**src/rtl/iob_bus_arbiter2.sv**
```systemverilog
// iob_bus_arbiter2: two-requester (instruction/data) arbiter onto a single memory port.
// One transaction in flight; ties in IDLE go to the requester not served last.
module iob_bus_arbiter2 #(
  parameter int ADDR_W = 32,
  parameter int DATA_W = 32
) (
  input  logic                clk,
  input  logic                rst,
  input  logic                i_valid,
  input  logic [ADDR_W-1:0]   i_addr,
  output logic [DATA_W-1:0]   i_rdata,
  output logic                i_ready,
  input  logic                d_valid,
  input  logic [ADDR_W-1:0]   d_addr,
  input  logic [DATA_W-1:0]   d_wdata,
  input  logic [DATA_W/8-1:0] d_wstrb,
  output logic [DATA_W-1:0]   d_rdata,
  output logic                d_ready,
  output logic                m_valid,
  output logic [ADDR_W-1:0]   m_addr,
  output logic [DATA_W-1:0]   m_wdata,
  output logic [DATA_W/8-1:0] m_wstrb,
  input  logic [DATA_W-1:0]   m_rdata,
  input  logic                m_ready
);
  typedef enum logic [1:0] {IDLE, BUSY_I, BUSY_D} state_t;
  state_t state_q, state_d;
  logic last_d_q, last_d_d;
  logic [ADDR_W-1:0] m_addr_q, m_addr_d;
  logic [DATA_W-1:0] m_wdata_q, m_wdata_d;
  logic [DATA_W/8-1:0] m_wstrb_q, m_wstrb_d;
  logic grant_d, grant_i;
  always_ff @(posedge clk or posedge rst) begin
    if (rst) begin
      state_q   <= IDLE;
      last_d_q  <= 1'b0;
      m_addr_q  <= '0;
      m_wdata_q <= '0;
      m_wstrb_q <= '0;
    end else begin
      state_q   <= state_d;
      last_d_q  <= last_d_d;
      m_addr_q  <= m_addr_d;
      m_wdata_q <= m_wdata_d;
      m_wstrb_q <= m_wstrb_d;
    end
  end
  // data wins a tie unless it was the last one served
  assign grant_d = d_valid && (!i_valid || !last_d_q);
  assign grant_i = i_valid && !grant_d;
  always_comb begin
    state_d   = state_q;
    last_d_d  = last_d_q;
    m_addr_d  = m_addr_q;
    m_wdata_d = m_wdata_q;
    m_wstrb_d = m_wstrb_q;
    if (state_q == IDLE) begin
      if (grant_d) begin
        state_d   = BUSY_D;
        last_d_d  = 1'b1;
        m_addr_d  = d_addr;
        m_wdata_d = d_wdata;
        m_wstrb_d = d_wstrb;
      end else if (grant_i) begin
        state_d   = BUSY_I;
        last_d_d  = 1'b0;
        m_addr_d  = i_addr;
        m_wdata_d = '0;
        m_wstrb_d = '0;
      end
    end else if (m_ready) begin
      state_d = IDLE;
    end
  end
  assign m_valid = state_q != IDLE;
  assign m_addr  = m_addr_q;
  assign m_wdata = m_wdata_q;
  assign m_wstrb = m_wstrb_q;
  assign i_ready = (state_q == BUSY_I) && m_ready;
  assign d_ready = (state_q == BUSY_D) && m_ready;
  assign i_rdata = m_rdata;
  assign d_rdata = m_rdata;
endmodule

```
**config.mk**
```make
export PLATFORM = sky130hd
export DESIGN_NAME = iob_bus_arbiter2
export DESIGN_NICKNAME = d
export VERILOG_FILES = /design/src/rtl/iob_bus_arbiter2.sv
export SDC_FILE = /design/constraint.sdc
export NUM_CORES = 1
export LEC_CHECK = 0
export ABC_AREA = 1
export CAP_MARGIN = 10
export CORE_UTILIZATION = 36
export CTS_CLUSTER_SIZE = 30
export DETAILED_ROUTE_END_ITERATION = 10
export HOLD_SLACK_MARGIN = 0.12
export PLACE_DENSITY_LB_ADDON = 0.08
export SLEW_MARGIN = 20
export SYNTH_ARGS = -nofsm -noshare
export SYNTH_HDL_FRONTEND = slang
export SYNTH_SLANG_ARGS = --single-unit
```
**constraint.sdc**
```tcl
create_clock -name clk -period 2.5 [get_ports clk]
set_input_delay 0.5 -clock clk [delete_from_list [all_inputs] [get_ports clk]]
set_output_delay 0.5 -clock clk [all_outputs]
set_load 0.02 [all_outputs]
```
==> results.toml <==
[status]
status = "finished, final reports clean"

[yosys]
synth_async_sr_flop_share_pct = 100
synth_top_cell_by_area = "sky130_fd_sc_hd__dfrtp_1"
post-synth-top-area-fraction_pct = 45.8
number_of_nets_produced_by_synthesis = 650
synthMostInstantiatedCell = "sky130_fd_sc_hd__nand2_1"
netlist_top_cells_area = "sky130_fd_sc_hd__dfrtp_1 (46%), sky130_fd_sc_hd__nand2_1 (17%), sky130_fd_sc_hd__nand3_1 (13%)"
post_synth_instance_area_sq_um = 3880
synthesis.yosys.warnings = 0
synth-seq-area-share_pct = 45.8
postSynthCellCount = 513
synth_top_flop_cell = "sky130_fd_sc_hd__dfrtp_1"
post_synth.cell_area_avg_sq_um = 7.56
synth.ff_latch_count = 71
synth_cell_type_count = 15
netlist_top_cells_count = "sky130_fd_sc_hd__nand2_1 (172), sky130_fd_sc_hd__nand3_1 (100), sky130_fd_sc_hd__dfrtp_1 (71)"
synth_enable_flop_cells = 0

[die]
initial_core_util_pct = 37.4
dieArea_sq_um = 11200
pin_count = 272
core_area_sq_um = 10400
die-height_microns = 106
die_width_microns = 106
placement_rows = 37

[hold_path]
holdCritPathClass = "flip-flop to flip-flop"
instance_count_along_the_most_critical_hold_path = 2

[cells_and_area]
fin_area_sq_um = 5490
layout.cells.non_filler = 759
final_nets = 755
area_delta_synth_final_pct = 41.4
antenna-diode-count = 0
post_route_cells_drive_above_1_share_pct = 5.78

[sta]
post_route_skew_ns = 0.00845
hold_viol = 0
rsz0062_at_grt = "no"
fin_worst_hold_slack_ns = 0.474
max_freq_ghz = 0.426
worst_pin_slew_ns = 0.608
final.period_utilization_pct = 93.9
tns_ns = 0
fin_crit_ns = 2.35
final-max-slew-violation-count = 0
finalSetupViolations = 0
relSlewSlack_pct = 59.4

[critical_path]
timing.reg2reg.worst_path_depth = 6
cp_data_arrival_time_ns = 1.85
worstPathMaxFanout = 3
setup.worst_path.class = "input port to output port"
worstSetupStartpointType = "input port"
critPathCaptureType = "output port"
cp_data_required_time_ns = 2.00

[global_routing]
grt_pass1_vias = 3423
grt_pass1_wl_mm = 16.8
grt_max_degree = 39
grt_resource_usage_total_pct = 19.1
antenna_found_initial = 0
global_route.overflow_total = 0

[route]
drtAntennaViolNets = 0
wl_final_mm = 10.3
drt-wirelength-per-cell_microns = 13.6
route.detailed.drc = 0
drt-vias-per-instance = 4.58
drtIter0Drc = 154
num_vias = 3474
highest_metal_layer_used_by_the_detailed_router = "met4"
met3_routed_wl_microns = 937
detailroute.wirelength.met2_mm = 4.83
firstDrtPassIters = 4
drt-met1-wl_mm = 4.43

[placement]
placedCellCount = 743
placement.io_buffers = 175
final_hpwl_from_detailed_placement_mm = 7.34
place.gp.congestion = 0.794
placed_cell_area_sq_um = 5280

[clock_network]
cts.path.max_buffers = 2
number_of_buffers_created_by_cts = 9
cts.clk_slew.worst_paths_ns = 0.08
cts_sinks = 71
cts.htree.levels = 3
cts_root_buf = "sky130_fd_sc_hd__clkbuf_8"
tritoncts_clock_tree = "built"
hold_buffers = 0
clock_latency_ns = 0.34

[pwr]
power_density_nw_per_um2 = 1180
total_leakage_power_nw = 2.84
totalPowerFinal_mw = 6.49
ir_worst_vdd_mv = 0.463

[run]
max_cap_viol_count = 0
==> stage by stage <==
| stage | setup slack, ns | utilization (%) |
|---|---|---|
| CTS | 0.148 | 52.9 |
| global placement | 0.148 | 50.9 |
| detailed placement | 0.149 | 50.9 |
| global route | 0.0818 | 52.9 |
| floorplan | 0.203 | - |
| finish | 0.153 | 52.9 |
==> worst max-delay path: stages <==
cell and delay (ns):
sky130_fd_sc_hd__clkdlybuf4s50_1 0.49, sky130_fd_sc_hd__inv_1 0.06, sky130_fd_sc_hd__nor3_1 0.14, sky130_fd_sc_hd__clkdlybuf4s50_1 0.66
==> where the power goes <==
group | switching [mW] | leakage [nW] | internal (mW)
logic | 1.98 | 1.85 | 1.54
registers | 0.309 | 0.893 | 1.72
clock network | 0.445 | 0.103 | 0.493
total | 2.73 | 2.84 | 3.75
==> worst paths after layout <==
kind                                         start                      end  slack, ns
max in group asynchronous                      rst  m_wdata[29]$_DFFE_PP0P_       1.56
max                                        m_ready                  d_ready       0.15
min in group asynchronous                      rst   m_addr[31]$_DFFE_PP0P_       0.59
min reg2reg                m_wdata[17]$_DFFE_PP0P_  m_wdata[17]$_DFFE_PP0P_       0.47
max reg2reg                 state_q[0]$_DFFE_PP0P_   m_addr[12]$_DFFE_PP0P_       1.14
min                        m_wdata[17]$_DFFE_PP0P_  m_wdata[17]$_DFFE_PP0P_       0.47
==> cell type report <==
cell class                 count  area [sq um]
tap                          136           170
clock buffer                  10           138
fill                        1005          4880
timing repair buffer         184          1850
clock inverter                 6          68.8
sequential                    71          1780
multi-input combinational    282          1220
inverter                      70           263
==> flip-flops by register name (all words and copies together), names as in the netlist <==
| name | count |
|---|---|
| last_d_q | 1 |
| m_addr | 32 |
| m_wdata | 32 |
| m_wstrb | 4 |
| state_q | 2 |
==> layout by cell type, fill, tap and decap left out, drive strengths merged <==
cell type | Yosys | routed
buf | 84 | 9
bufinv | 0 | 1
clkbuf | 6 | 10
clkdlybuf4s50 | 0 | 174
clkinv | 0 | 3
clkinvlp | 0 | 1
dfrtp | 71 | 71
dlymetal6s2s | 0 | 1
inv | 70 | 71
nand2 | 175 | 175
nand3 | 100 | 100
nor2 | 3 | 3
nor3 | 2 | 2
o21ai | 2 | 2
==> per-layer routing <==
layer / GRT usage, % / vias up
li1: - / 1713
met1: 23.5 / 1584
met2: 31.2 / 161
met3: 6.31 / 16
met4: 7.04 / 0
met5: 0 / -
==> kinds of logic (layout without fill, tap and decap cells) <==
| logic type | Yosys count | after routing | synth area share, % |
|---|---|---|---|
| AOI/OAI and AO/OA | 2 | 2 | 0.258 |
| buffers and inverters | 160 | 270 | 22.7 |
| DFF | 71 | 71 | 45.8 |
| and+or+nand+nor | 280 | 280 | 31.2 |
==> timing repair <==
action	in CTS	in global routing
setup endpoints to repair	0	1
buffers inserted	0	0
gates resized for setup	0	1
No activity file was read; power rests on OpenSTA's default activity.
